==> src/rtl/fetch_pkg.sv <==
// Shared fetch-stage types and constants.
// Imported by the fetch buffer and the fetch stage.
package fetch_pkg;

    localparam int          INSTR_W = 32;
    localparam int          ADDR_W  = 32;
    localparam logic [31:0] PC_STEP = 32'd4;

    typedef struct packed {
        logic [ADDR_W-1:0]  pc;
        logic [INSTR_W-1:0] instr;
    } fetch_entry_t;

endpackage

==> src/rtl/fetch_fifo.sv <==
// Circular fetch buffer holding {pc, instr} entries.
// Flush empties it in one edge; storage itself is never reset.
module fetch_fifo
    import fetch_pkg::*;
#(
    parameter int DEPTH = 2
) (
    input  logic         clk,
    input  logic         rst_n,
    input  logic         push_i,
    input  logic         pop_i,
    input  logic         flush_i,
    input  fetch_entry_t wdata_i,
    output logic         full_o,
    output logic         empty_o,
    output fetch_entry_t head_o
);

    localparam int PW = (DEPTH > 1) ? $clog2(DEPTH) : 1;
    localparam int CW = $clog2(DEPTH + 1);

    logic [PW-1:0] rptr_q, rptr_d;
    logic [PW-1:0] wptr_q, wptr_d;
    logic [CW-1:0] cnt_q, cnt_d;
    fetch_entry_t  mem_q [DEPTH];

    logic do_pop;
    logic do_push;

    function automatic logic [PW-1:0] ptr_inc(input logic [PW-1:0] p);
        return (p == PW'(DEPTH - 1)) ? '0 : p + PW'(1);
    endfunction

    assign full_o  = (cnt_q == CW'(DEPTH));
    assign empty_o = (cnt_q == '0);
    assign head_o  = mem_q[rptr_q];

    assign do_pop  = pop_i && !empty_o;
    assign do_push = push_i && (!full_o || do_pop);

    always_comb begin
        rptr_d = rptr_q;
        wptr_d = wptr_q;
        cnt_d  = cnt_q;
        if (flush_i) begin
            rptr_d = '0;
            wptr_d = '0;
            cnt_d  = '0;
        end else begin
            if (do_pop) rptr_d = ptr_inc(rptr_q);
            if (do_push) wptr_d = ptr_inc(wptr_q);
            cnt_d = cnt_q + CW'(do_push) - CW'(do_pop);
        end
    end

    always_ff @(posedge clk) begin
        if (!rst_n) begin
            rptr_q <= '0;
            wptr_q <= '0;
            cnt_q  <= '0;
        end else begin
            rptr_q <= rptr_d;
            wptr_q <= wptr_d;
            cnt_q  <= cnt_d;
        end
    end

    always_ff @(posedge clk) begin
        if (rst_n && do_push && !flush_i) begin
            mem_q[wptr_q] <= wdata_i;
        end
    end

endmodule

==> src/rtl/fetch_stage.sv <==
// Instruction fetch: pc register, imem request and redirect control.
// Fetched words are queued in a small buffer ahead of decode.
module fetch_stage
    import fetch_pkg::*;
#(
    parameter logic [31:0] RESET_PC = 32'h0000_0000,
    parameter int          DEPTH    = 2
) (
    input  logic               clk,
    input  logic               rst_n,
    output logic [ADDR_W-1:0]  imem_addr,
    input  logic [INSTR_W-1:0] imem_rdata,
    input  logic               redirect_valid,
    input  logic [ADDR_W-1:0]  redirect_pc,
    output logic               out_valid,
    input  logic               out_ready,
    output logic [INSTR_W-1:0] out_instr,
    output logic [ADDR_W-1:0]  out_pc,
    output logic [ADDR_W-1:0]  out_pc_plus4
);

    logic [ADDR_W-1:0] pc_q, pc_d;
    logic              pop;
    logic              push;
    logic              full;
    logic              empty;
    fetch_entry_t      wentry;
    fetch_entry_t      head;

    assign imem_addr = pc_q;
    assign pop       = out_valid && out_ready;
    assign push      = !redirect_valid && (!full || pop);
    assign wentry    = '{pc: pc_q, instr: imem_rdata};

    always_comb begin
        pc_d = pc_q;
        if (redirect_valid) begin
            pc_d = redirect_pc & 32'hFFFF_FFFC;
        end else if (push) begin
            pc_d = pc_q + PC_STEP;
        end
    end

    always_ff @(posedge clk) begin
        if (!rst_n) begin
            pc_q <= RESET_PC;
        end else begin
            pc_q <= pc_d;
        end
    end

    fetch_fifo #(
        .DEPTH (DEPTH)
    ) u_fifo (
        .clk     (clk),
        .rst_n   (rst_n),
        .push_i  (push),
        .pop_i   (pop),
        .flush_i (redirect_valid),
        .wdata_i (wentry),
        .full_o  (full),
        .empty_o (empty),
        .head_o  (head)
    );

    assign out_valid    = !empty;
    assign out_instr    = head.instr;
    assign out_pc       = head.pc;
    assign out_pc_plus4 = head.pc + PC_STEP;

endmodule

==> config.mk <==
export PLATFORM = sky130hd
export DESIGN_NAME = fetch_stage
export DESIGN_NICKNAME = d
export VERILOG_FILES = /design/src/rtl/fetch_pkg.sv /design/src/rtl/fetch_fifo.sv /design/src/rtl/fetch_stage.sv
export SDC_FILE = /design/constraint.sdc
export NUM_CORES = 1
export LEC_CHECK = 0
export BUFFER_PORTS_ARGS = -buffer_cell sky130_fd_sc_hd__buf_2
export CAP_MARGIN = 20
export CORE_UTILIZATION = 53
export CTS_BUF_LIST = sky130_fd_sc_hd__clkbuf_16
export CTS_CLUSTER_DIAMETER = 60
export DETAILED_ROUTE_END_ITERATION = 8
export PLACE_DENSITY = 0.78
export SYNTH_ARGS = -nofsm -noshare
export SYNTH_HDL_FRONTEND = slang
export SYNTH_HIERARCHICAL = 1
export SYNTH_SLANG_ARGS = --single-unit
==> constraint.sdc <==
create_clock -name clk -period 10.19 [get_ports clk]
set_clock_uncertainty 0.15 [all_clocks]
set_input_delay 2.038 -clock clk [delete_from_list [all_inputs] [get_ports clk]]
set_output_delay 2.038 -clock clk [all_outputs]
set_load 0.01 [all_outputs]
# --- Word-level counts from Yosys, hierarchy flattened ---
# Memories as Yosys holds them, arrays and structs flattened. A register that Yosys moved wholly into a read port is not among the register bits.
# Index checks and enable logic that the tools add are counted.
word_totals:
  mem_bits_rw: 128
  romBits: 0
  output_inout_bits: 129
  word_cells: 36
  reg_bits: 36
  input_bits: 68
  mem_count: 1
  latchBits: 0
mem_list:
  columns: ["memory", "depth", "width", "read_ports", "rd_ports_with_merged_regs", "write_ports", "line_no", "text"]
  rows:
  - ["u_fifo.mem_q", 2, 64, 1, 1, 1, "fetch_fifo.sv:25", "fetch_entry_t mem_q [DEPTH];"]
op_classes:
  n_reduce_logical: 14
  n_mux: 8
  shift: 0
  n_addsub: 6
  n_eq_ne: 1
  n_div: 0
  multipliers: 0
  n_bitwise: 1
  magnitude_cmp: 0
ops:
  columns: ["operator", "n"]
  rows:
  - ["32-bit by 3-bit adder with 32-bit output, second input constant", 2]
  - ["32-bit 2-to-1 mux", 2]
  - ["1-bit logical AND", 6]
  - ["1-bit 2-to-1 mux", 6]
  - ["1-bit zero test", 3]
  - ["1-bit adder, second input constant", 2]
  - ["2-bit by 1-bit adder with 2-bit output", 1]
  - ["2-bit == test, second input constant", 1]
  - ["2-bit zero test", 1]
  - ["1-bit logical OR", 2]
  - ["2-bit nonzero test", 1]
  - ["2-bit OR reduction", 1]
  - ["2-bit by 1-bit subtractor with 2-bit output", 1]
  - ["1-bit inverter", 1]

# --- Logic depth before layout (Yosys ltp) ---
# Gate-level depths: netlist (run 1).
depth:
  depth_word: 10
  mapped_depth: 12
  depth_no_buf: 12

# --- By module ---
# The synthesis (run 1) kept the hierarchy.
by_module_without_submodules:
  columns: ["module", "instances", "seq_area_each_um2", "cells_each", "area_per_inst_um2"]
  rows:
  - ["fetch_fifo", 1, 3943.8, 231, 4852.2]
  - ["fetch_stage", 1, 600.6, 331, 2503.7]

# --- Worst setup path before layout (run 1) ---
# Ideal clock, no wire load.
synth_timing:
  kind: "input -> register"
  startpoint: "in redirect_valid"
  endpoint: "mem u_fifo/mem_q[1][0] (netlist name) (enable)"
  t_arrival_ns: 7.464
  n_path_buf: 3
  stages: 6
  slack_ns: 2.012
  required_time_ns: 9.475
  setup_ns: 0.565
  cell_sequence: "buf_2 > buf_1 > buf_1 > nor2_1 > o21ai_1 > nor3_1"
synth_between:
  elab_chain_len: 7
synth_rtl:
  columns: ["item", "line_no", "text"]
  rows:
  - ["from (decl)", "fetch_stage.sv:13", "input logic redirect_valid,"]
  - ["1-bit zero test", "fetch_stage.sv:32", "assign push = !redirect_valid && (!full || pop);"]
  - ["1-bit logical AND", "fetch_stage.sv:32", null]
  - ["net push", "fetch_stage.sv:24", "logic push;"]
  - ["1-bit logical AND", "fetch_fifo.sv:39", "assign do_push = push_i && (!full_o || do_pop);"]
  - ["1-bit logical AND (2 in series)", "fetch_fifo.sv:69", "if (rst_n && do_push && !flush_i) begin"]
  - ["1-bit 2-to-1 mux", "fetch_fifo.sv:69", null]
  - ["1-bit 2-to-1 mux (implied by the code)", "fetch_fifo.sv:70", "mem_q[wptr_q] <= wdata_i;"]
  - ["to (decl)", "fetch_fifo.sv:25", null]
# The timed path passes the listed nets, and every way through them passes these cells.

==> results.tsv, run 1 <==
stage	metric	value	unit
synthesis	Seq cells post-synth	163	
floorplanning	FP Rows	42	
place	DPL Wire Length	12.1	mm
clocking	root buf cell	clkbuf_16	
clocking	Clock Path Buffers	2	
clocking	CTS H-tree depth	4	
floorplanning	Die Height	120	µm
global_routing	Overflow after GRT	0	
synthesis	ys async rst share	0	%
finish	number of fill cells	992	
clocking	cts repair resizes	0	
floorplanning	core region area	0.0134	mm²
setup_path	Setup crit start kind	flop	
global_routing	largest net degree at the start of global routing	65	
routing	via count	5499	
clocking	CTS tree	built	
setup_path	CP Data Required Time	8.00	ns
synthesis	yosys warns	6	
finish	Nets	826	
setup_path	Worst path max stage delay	0.70	ns
finish	Area Overhead vs Synth	22.8	%
job	Max Cap Viol	0	
global_routing	vias in the first global route	5259	
synthesis	combinational family with the most area after synthesis	simple AND/OR/NAND/NOR gates	
global_routing	Tot GR Track Use	25.5	%
timing	Tmin final	5.44	ns
setup_path	Critical Path AT	3.25	ns
worst_hold_path	Hold Crit Class	reg -> reg	
power_and_ir_drop	Pleak	3.40	nW
synthesis	Post-synth EDFFs	128	
clocking	clk slew on worst S/H paths	0.06	ns
place	GPL Wtd Cong	0.869	
timing	RSZ-0062 raised after global routing	false	
synthesis	mux cell area share after synthesis	9.93	%
power_and_ir_drop	power density cells	162	mW/mm²
timing	Max-Slew Margin vs Limit	38.3	%
timing	final setup vio count	0	
floorplanning	I/O pin cnt	197	
synthesis	Synth Area in Simple Gates	12.5	%
floorplanning	initial core utilization	54.9	%
floorplanning	die width	120	µm
timing	Fin Hold WS	0.316	ns
synthesis	Post-Synth Adder-Cell Area	0.510	%
setup_path	CP Class	reg -> out	
routing	Post-Route WL	17.9	mm
synthesis	Post-Syn Instances	562	
timing	final period utilization	53.4	%
setup_path	Max FO, Critical Path	64	
clocking	worst skew pair latency	0.42	ns
synthesis	distinct cell type count after synthesis	54	
setup_path	origin of the critical flop-to-flop path	u_fifo/cnt_q[1]$_SDFF_PP0_	
finish	share of layout cells above drive strength 1	31.6	%
synthesis	Compound-Gate Fraction of Synth Area	8.32	%
floorplanning	Die ar.	0.0144	mm²
finish	ant diodes	0	
synthesis	register area share after synthesis	61.8	%
global_routing	first-pass GRT wire length	27.8	mm
routing	drt pass-1 iters	5	
global_routing	initial antenna violation count	0	
synthesis	synthesized cell area	0.00736	mm²
clocking	post-CTS setup buffers	0	
synthesis	xor/xnor share of the synthesized area	4.41	%
synthesis	Avg Synthesized Cell Area	13.1	µm²
clocking	total CTS buffers	17	
setup_path	Slowest-stage cell, CP	buf_4	
place	Buffers on Ports	192	
timing	fmax	184	MHz
timing	Final Hold Fails	0	
timing	Tightest Pin Transition	0.926	ns
setup_path	Setup crit end kind	primary output	
timing	Final Max Slew Viols	0	
synthesis	top_reg_cell synth	edfxtp_1	
timing	TNS Setup	0	ns
power_and_ir_drop	Max VDD drop	0.000124	V
routing	Initial DRC Count	542	
clocking	CTS sink cnt	163	
outcome	status	finished, final reports clean	
routing	vias per cell	5.83	
setup_path	crit path cell chain	buf_4 -> mux2_1 -> ha_1 -> and4_1 -> nand4_1 -> nor4_1 -> xnor2_1 -> buf_2	
worst_hold_path	Worst Hold Launch	u_fifo/wptr_q$_SDFFE_PP0P_	
routing	DR DRC count	0	
clocking	hold_buf cts	0	
routing	WL per Instance	18.9	µm
routing	antenna-violating nets left	0	
[final cells by class]
cell class	count	area, µm²	share of cell area, %
clock inverters	15	133	1.47
well taps	176	220	2.44
inverters	13	48.8	0.540
flip-flops and latches	163	4550	50.3
repair buffers	198	1000	11.1
multi-input cells	362	2660	29.4
clock buffers	17	425	4.71
[layer usage]
metal / track usage [%] / vias to the layer above / wire (µm)
met5: 0 / - / 0
met4: 9.14 / 0 / 255
met3: 5.75 / 28 / 1320
met2: 42.8 / 248 / 9010
met1: 32.4 / 2656 / 7300
li1: - / 2567 / -
[power by group]
group / leakage, nW / internal [mW] / total, mW / switching, mW
clock: 0.268 / 0.338 / 0.599 / 0.261
sequential: 1.46 / 0.739 / 0.762 / 0.0226
combinational: 1.67 / 0.0420 / 0.103 / 0.0608
[placed cells by master, fill, tap and decap left out, drive strengths merged, types with 10 or more instances in the layout]
cell type and instances:
xor2 11, inv 18, xnor2 26, and4 13, mux2 64, nor2 15, nand4 26, a211oi 10
nor3 11, a31oi 10, dfxtp 35, o21ai 31, nand2 23, buf 198, a21oi 13, clkbuf 17
nand3 20, edfxtp 128
[final timing paths]
| path | end | cells past startpoint | slack (ns) |
|---|---|---|---|
| min | u_fifo/wptr_q$_SDFFE_PP0P_ | 2 | 0.32 |
| max reg2reg | u_fifo/mem_q[1][19]$_DFFE_PP_ | 8 | 6.80 |
| min reg2reg | u_fifo/wptr_q$_SDFFE_PP0P_ | 2 | 0.32 |
| max | out_pc_plus4[30] | 8 | 4.75 |
[critical path: cells and delay by family, from the launching register on]
| kind | cells | cell delay [ns] |
|---|---|---|
| mux | 1 | 0.36 |
| buf+inv | 2 | 0.84 |
| flops | 1 | 0.31 |
| fa+ha+maj | 1 | 0.23 |
| xor+xnor | 1 | 0.16 |
| simple gates | 3 | 0.91 |
[kinds of logic (layout without fill, tap and decap cells)]
logic type                 after synthesis  in the layout
AOI/OAI and AO/OA                       94             94
adders and majority gates                3              3
other                                    1              6
xor gates and xnor gates                37             37
buffers and inverters                   42            243
DFF                                    163            163
and+or+nand+nor                        157            157
muxes                                   65             65
[synth_stat cells (12+ instances only)]
cell | count | area share, %
edfxtp_1 | 128 | 52
mux2_1 | 64 | 9.8
dfxtp_1 | 35 | 9.5
o21ai_0 | 28 | 1.9
xnor2_1 | 26 | 3.1
nand4_1 | 25 | 2.1
nand2_1 | 23 | 1.2
nand3_1 | 20 | 1.4
clkbuf_1 | 15 | 0.77
nor2_1 | 15 | 0.77
a21oi_1 | 13 | 0.88
inv_1 | 12 | 0.61
[flip-flops by register name, summed over array words and instances (netlist names), named ones only]
register / count
u_fifo/mem_q: 128
imem_addr: 30
u_fifo/cnt_q: 2
u_fifo/rptr_q: 1
u_fifo/wptr_q: 1
[through the flow]
stage | util (%) | area [µm²] | worst slack, ns | power, mW | instances
final | 67.4 | 9040 | 4.75 | 1.46 | 944
after global routing | 67.4 | 9040 | 4.55 | 1.51 | 944
after CTS | 67.4 | 9030 | 4.73 | 1.47 | 943
after detailed placement | 63.2 | 8470 | 5.20 | 0.877 | 911
after global placement | 63.2 | 8470 | 5.22 | 0.873 | 911
after floorplan | - | 7370 | 2.01 | 0.824 | 567
No activity file was read; power rests on OpenSTA's default activity.
==> inputs of run 2 (changes only) <==
--- a/config.mk
+++ b/config.mk
@@ -5,13 +5,14 @@
 export SDC_FILE = /design/constraint.sdc
 export NUM_CORES = 1
 export LEC_CHECK = 0
+export ABC_AREA = 1
 export BUFFER_PORTS_ARGS = -buffer_cell sky130_fd_sc_hd__buf_2
 export CAP_MARGIN = 20
-export CORE_UTILIZATION = 53
+export CORE_UTILIZATION = 49
 export CTS_BUF_LIST = sky130_fd_sc_hd__clkbuf_16
 export CTS_CLUSTER_DIAMETER = 60
 export DETAILED_ROUTE_END_ITERATION = 8
-export PLACE_DENSITY = 0.78
+export PLACE_DENSITY = 0.75
 export SYNTH_ARGS = -nofsm -noshare
 export SYNTH_HDL_FRONTEND = slang
 export SYNTH_HIERARCHICAL = 1
==> constraint.sdc (replaced) <==
create_clock -name clk -period 4.81 [get_ports clk]
set_clock_uncertainty 0.15 [all_clocks]
set_input_delay 0.962 -clock clk [delete_from_list [all_inputs] [get_ports clk]]
set_output_delay 0.962 -clock clk [all_outputs]
set_load 0.01 [all_outputs]
==> run 2 against run 1 <==
Count of clock-buffer cells in the layout unchanged. Power increased by 110%. Register-to-register slack got worse by 4.7 ns. Non-clock buffer count decreased by 1. Worst hold slack improved by 0.022 ns.
==> results.tsv, run 2 <==
stage	metric	value	unit	change
outcome	status	finished, final reports clean		
place	placed cell count	1157		+27%
routing	via count	6136		+12%
floorplanning	die width	131	µm	+9.5%
setup_path	Worst path max stage delay	0.51	ns	-0.19 ns
job	Max Cap Viol	0		unchanged
power_and_ir_drop	Tot Pwr	3.13	mW	+110%
setup_path	Setup crit start kind	flop		
synthesis	area fraction of the dominant cell type after synthesis	47.0	%	-5.2 points
routing	Initial DRC Count	446		-18%
setup_path	crit path cell chain	buf_4 -> mux2_4 -> inv_2 -> nor3_4 -> nand3_2 -> inv_2 -> nand3_2 -> nor2_2 -> xor2_1 -> buf_2		
setup_path	Slowest-stage cell, CP	dfxtp_4		
timing	Tmin final	3.99	ns	
synthesis	distinct cell type count after synthesis	45		-17%
timing	fmax	250	MHz	
synthesis	Seq cells post-synth	163		unchanged
floorplanning	core region area	0.0161	mm²	+20%
timing	final period utilization	83.0	%	
clocking	total CTS buffers	17		unchanged
place	Buffers on Ports	192		unchanged
timing	Tightest Pin Transition	0.867	ns	-0.0595 ns
global_routing	met3 GRT Util	4.36	%	-1.4 points
finish	most frequent cells in the layout	buf_2 (192), nand2_1 (177), edfxtp_1 (128), nor2_1 (69), inv_1 (65)		
global_routing	Overflow after GRT	0		unchanged
place	GPL Wtd Cong	0.901		+3.7%
finish	Area Overhead vs Synth	20.3	%	
timing	Max-Slew Margin vs Limit	42.2	%	+4.0 points
timing	Final Max Slew Viols	0		unchanged
place	placed cell area	0.00927	mm²	+9.4%
clocking	root buf cell	clkbuf_16		
setup_path	Max FO, Critical Path	26		-59%
synthesis	Post-Syn Instances	762		+36%
routing	DR DRC count	0		unchanged
global_routing	most crowded layer after global routing	met2		
timing	TNS Setup	0	ns	unchanged
setup_path	cell family with most CP delay	buffers and inverters		
global_routing	Tot GR Track Use	21.9	%	-3.7 points
clocking	post-CTS setup buffers	0		unchanged
synthesis	register area share after synthesis	55.6	%	-6.2 points
floorplanning	Die Height	131	µm	+9.5%
setup_path	Setup crit end kind	primary output		
finish	fin area	0.00984	mm²	+8.9%
synthesis	Synth top cells by count	nand2_1 (177), edfxtp_1 (128), nor2_1 (70)		
synthesis	cell with the most instances after synthesis	nand2_1		
synthesis	ranking of synthesized cells by area	edfxtp_1 (47%), mux2_4 (11%), dfxtp_1 (8.6%)		
synthesis	Post-synth EDFFs	128		unchanged
clocking	clk slew on worst S/H paths	0.07	ns	about the same
timing	Final Hold Fails	0		unchanged
routing	vias per cell	5.16		-11%
clocking	CTS H-tree depth	4		unchanged
synthesis	ys async rst share	0	%	unchanged
finish	ant diodes	0		unchanged
worst_hold_path	Hold Crit Class	reg -> reg		
clocking	cts repair resizes	0		unchanged
finish	Non-Filler Instances	1189		+26%
routing	Post-Route WL	18.7	mm	+4.7%
synthesis	Synth area leader	edfxtp_1		
finish	Largest register FFs	128		unchanged
floorplanning	initial core utilization	50.9	%	-4.0 points
finish	Nets	1031		+25%
clocking	Clock Path Buffers	2		unchanged
routing	WL per Instance	15.8	µm	-17%
synthesis	synthesized cell area	0.00817	mm²	+11%
timing	final setup margin	0.816	ns	-3.93 ns
place	pre-CTS WS	1.21	ns	-3.99 ns
global_routing	met1 GRT Util	28.8	%	-3.7 points
global_routing	GR Layer Usage met2	35.8	%	-7.1 points
global_routing	vias in the first global route	5652		+7.5%
floorplanning	I/O pin cnt	197		unchanged
timing	RSZ-0062 raised after global routing	false		
global_routing	initial antenna violation count	0		unchanged
routing	drt pass-1 iters	6		+1
clocking	CTS tree	built		
clocking	hold_buf cts	0		unchanged
floorplanning	Die ar.	0.0172	mm²	+20%
finish	commonest non-fill, non-tap cell in the layout	buf_2		
setup_path	CP Data Required Time	3.70	ns	-4.30 ns
clocking	worst skew pair latency	0.42	ns	about the same
power_and_ir_drop	power density cells	318	mW/mm²	+96%
setup_path	Critical Path AT	2.88	ns	-0.37 ns
power_and_ir_drop	Max VDD drop	0.000237	V	+91%
place	DPL Wire Length	13.7	mm	+13%
setup_path	CP Buf/Inv Count	4		+2
power_and_ir_drop	Pleak	4.05	nW	+19%
finish	share of layout cells above drive strength 1	33.8	%	+2.2 points
synthesis	yosys warns	6		unchanged
routing	antenna-violating nets left	0		unchanged
clocking	CTS sink cnt	163		unchanged
synthesis	Avg Synthesized Cell Area	10.7	µm²	-18%
setup_path	CP Class	reg -> out		
timing	final setup vio count	0		unchanged
global_routing	first-pass GRT wire length	29.2	mm	+4.9%
finish	Largest Register	u_fifo/mem_q		
global_routing	largest net degree at the start of global routing	65		unchanged
synthesis	top_reg_cell synth	edfxtp_1		
floorplanning	FP Rows	46		+9.5%
-- run 2: cell type report --
class / instances / area [µm²]
timing repair buffer: 197 / 1010
multi-input combinational: 503 / 3150
clock buffer: 17 / 425
clock inverter: 15 / 139
inverter: 78 / 293
fill: 1320 / 6220
tap: 216 / 270
sequential: 163 / 4550
-- run 2: worst reg2reg max path, stage by stage (launching register included) --
cell and delay (ns):
dfxtp_1 0.38, nor2_2 0.07, inv_2 0.05, nand2_1 0.07
nand2_1 0.22, inv_2 0.17, nor2_1 0.15, o21ai_1 0.16
inv_1 0.11, nand2_1 0.08, inv_2 0.51, buf_12 0.31
-- run 2: routing by layer --
metal,part of all wire (%),vias up
met4,1.8,0
met2,47,285
li1,-,2990
met1,44,2835
met5,0,-
met3,7.2,26
-- run 2: logic make-up (layout without fill, tap and decap cells) --
family / after synthesis / count (layout) / share of synthesized area [%]
and+or+nand+nor: 342 / 342 / 19.0
DFF: 163 / 163 / 55.6
buffers and inverters: 101 / 307 / 6.18
muxes: 64 / 64 / 11.6
AOI/OAI and AO/OA: 62 / 62 / 4.33
xor gates and xnor gates: 26 / 26 / 2.79
adders and majority gates: 3 / 3 / 0.459
other: 1 / 6 / 0.0459
-- run 2: power breakdown --
part           total [mW]  internal, mW  switching [mW]  leakage, nW
registers            1.60          1.56          0.0435         1.46
logic               0.248         0.105           0.143         2.31
clock network        1.28         0.688           0.589        0.274
total                3.13          2.35           0.776         4.05
-- run 2: path summary, 6_finish.rpt --
path / startpoint / end / slack (ns) / cells after the start
setup / recovery: flop / out_pc_plus4[20] / 0.82 / 10
hold / removal: u_fifo/wptr_q$_SDFFE_PP0P_ / u_fifo/wptr_q$_SDFFE_PP0P_ / 0.34 / 2
setup reg to reg: u_fifo/cnt_q[1]$_SDFF_PP0_ / u_fifo/mem_q[0][3]$_DFFE_PP_ / 2.07 / 11
hold reg to reg: u_fifo/wptr_q$_SDFFE_PP0P_ / u_fifo/wptr_q$_SDFFE_PP0P_ / 0.34 / 2
-- run 2: through the flow --
stage	hold WS [ns]	util [%]
5_1_grt	0.380	61.3
6_report	0.338	61.3
2_1_floorplan	0.307	-
3_3_place_gp	0.320	57.7
4_1_cts	0.339	61.3
3_5_place_dp	0.330	57.7
==> inputs of run 3 (changes only) <==
==> constraint.sdc (replaced) <==
create_clock -name clk -period 3.5 [get_ports clk]
set_clock_uncertainty 0.15 [all_clocks]
set_input_delay 0.7 -clock clk [delete_from_list [all_inputs] [get_ports clk]]
set_output_delay 0.7 -clock clk [all_outputs]
set_load 0.01 [all_outputs]
==> run 3 against run 2 <==
Final area increased by 0.94%. Critical path depth unchanged. Cell count increased by 0.42%. Combinational power increased by 37%. Via count increased by 0.11%.
==> results.tsv, run 3 (same netlist as run 2, synthesis figures left out) <==
stage	metric	value	unit	change
routing	Post-Route WL	18.8	mm	+0.18%
global_routing	Tot GR Track Use	22.3	%	+0.47 points
place	GPL Wtd Cong	0.912		+1.3%
worst_hold_path	hold path depth	1		-1
worst_hold_path	hold endpoint	u_fifo/mem_q[0][9]$_DFFE_PP_		
finish	Nets	1036		+0.48%
timing	RSZ-0062 raised after global routing	false		
setup_path	Critical Path AT	2.46	ns	-0.42 ns
place	DPL Wire Length	13.5	mm	-1.3%
floorplanning	Die Height	131	µm	unchanged
global_routing	largest net degree at the start of global routing	65		unchanged
floorplanning	initial core utilization	50.9	%	unchanged
place	Buffers on Ports	192		unchanged
outcome	status	finished, final reports clean		
routing	via count	6143		+0.11%
routing	antenna-violating nets left	0		unchanged
clocking	worst skew pair latency	0.42	ns	about the same
floorplanning	I/O pin cnt	197		unchanged
clocking	Clock Path Buffers	2		unchanged
setup_path	Worst R2R End	u_fifo/cnt_q[1]$_SDFF_PP0_		
global_routing	first-pass GRT wire length	29.7	mm	+1.7%
timing	TNS Setup	0	ns	unchanged
routing	vias per cell	5.14		-0.31%
timing	Final Hold Fails	0		unchanged
global_routing	Overflow after GRT	0		unchanged
routing	drt pass-1 iters	5		-1
timing	Tmin final	3.31	ns	
worst_hold_path	Hold Crit Class	in -> reg		
floorplanning	core region area	0.0161	mm²	unchanged
clocking	CTS H-tree depth	4		unchanged
timing	Max-Slew Margin vs Limit	48.9	%	+6.7 points
clocking	cts repair resizes	0		unchanged
finish	Largest register FFs	128		unchanged
clocking	root buf cell	clkbuf_16		
job	Max Cap Viol	0		unchanged
timing	Tightest Pin Transition	0.762	ns	-0.104 ns
finish	ant diodes	0		unchanged
timing	final setup vio count	0		unchanged
power_and_ir_drop	Max VDD drop	0.000345	V	+46%
power_and_ir_drop	Pleak	4.11	nW	+1.5%
power_and_ir_drop	Tot Pwr	4.43	mW	+42%
finish	Area Overhead vs Synth	21.5	%	
floorplanning	Die ar.	0.0172	mm²	unchanged
timing	final period utilization	94.6	%	
timing	fmax	302	MHz	
setup_path	CP Class	reg -> out		
finish	share of layout cells above drive strength 1	33.7	%	-0.071 points
routing	WL per Instance	15.7	µm	-0.24%
power_and_ir_drop	power density cells	446	mW/mm²	+40%
clocking	CTS sink cnt	163		unchanged
setup_path	origin of the critical flop-to-flop path	u_fifo/cnt_q[1]$_SDFF_PP0_		
global_routing	vias in the first global route	5581		-1.3%
finish	most frequent cells in the layout	buf_2 (192), nand2_1 (177), edfxtp_1 (128), inv_1 (69), nor2_1 (69)		
clocking	hold_buf cts	0		unchanged
clocking	clk slew on worst S/H paths	0.06	ns	about the same
setup_path	Max FO, Critical Path	12		-54%
worst_hold_path	Worst Hold Launch	imem_rdata[9]		
floorplanning	FP Rows	46		unchanged
global_routing	initial antenna violation count	0		unchanged
routing	Initial DRC Count	478		+7.2%
setup_path	CP Data Required Time	2.65	ns	-1.05 ns
finish	Largest Register	u_fifo/mem_q		
setup_path	Setup crit start kind	flop		
setup_path	reg2reg setup slack	1.08	ns	-0.99 ns
setup_path	Worst R2R Path Depth	18		+7
timing	Final Max Slew Viols	0		unchanged
routing	DR DRC count	0		unchanged
setup_path	Setup crit end kind	primary output		
finish	commonest non-fill, non-tap cell in the layout	buf_2		
floorplanning	die width	131	µm	unchanged
clocking	total CTS buffers	17		unchanged
clocking	CTS tree	built		
run 3: cell count changes in the layout (fill, tap and decap cells not counted), sizes merged:
cell | before | now
buf | 197 | 202
bufinv | 0 | 4
clkinv | 4 | 7
inv | 87 | 80
run 3: report_power, final:
part           total, mW  internal (mW)  leakage [nW]  switching [mW]
Sequential          2.21           2.15          1.46          0.0585
Combinational      0.341          0.146          2.34           0.196
Clock               1.88           1.18         0.305           0.709
Total               4.43           3.47          4.11           0.963
run 3: worst max-delay path by stage:
stage	cells after the start	endpoint	slack [ns]	from
2_1_floorplan	9	u_fifo/mem_q[0][0]$_DFFE_PP_	0.11	out_ready
3_3_place_gp	10	out_pc_plus4[20]	0.43	flop
3_5_place_dp	10	out_pc_plus4[20]	0.42	flop
4_1_cts	10	out_pc_plus4[20]	0.06	flop
5_1_grt	10	out_pc_plus4[20]	0.02	flop
6_report	10	out_pc_plus4[20]	0.19	flop
run 3: layout make-up:
| cell class | instances | area [µm²] |
|---|---|---|
| clock buffers | 17 | 425 |
| fillers | 1273 | 6130 |
| multi-input cells | 503 | 3150 |
| well taps | 216 | 270 |
| inverters | 78 | 293 |
| clock inverters | 15 | 178 |
| flip-flops and latches | 163 | 4550 |
| repair buffers | 202 | 1060 |
run 3: metal layers:
metal  track usage, %  part of all wire (%)
met1             30.0                    43
met3             4.40                   7.4
met4             10.0                   2.8
met2             34.9                    47
met5                0                     0
run 3: timing repair:
| item | in CTS | in global routing |
|---|---|---|
| buffers inserted | 1 | 2 |
| endpoints found under the setup margin | 1 | 1 |
| pin swaps | 0 | 1 |
run 3: through the flow:
step	cell area, µm²	std cells	hold slack (ns)	util [%]	setup WS, ns
6_report	9930	1194	0.320	61.8	0.187
5_1_grt	9930	1194	0.300	61.8	0.0176
4_1_cts	9910	1192	0.299	61.7	0.0582
3_5_place_dp	9300	1159	0.332	57.9	0.417
3_3_place_gp	9300	1159	0.321	57.9	0.432
2_1_floorplan	8200	767	0.309	-	0.113
run 3: worst max-delay path, stage by stage (launching register included):
cell and delay [ns]:
dfxtp_4 0.48, mux2_4 0.23, ha_1 0.18, clkinv_1 0.14, nor3_4 0.23, nand3_2 0.13, inv_2 0.09, nand3_2 0.09
nor2_2 0.14, xor2_1 0.16, buf_2 0.17
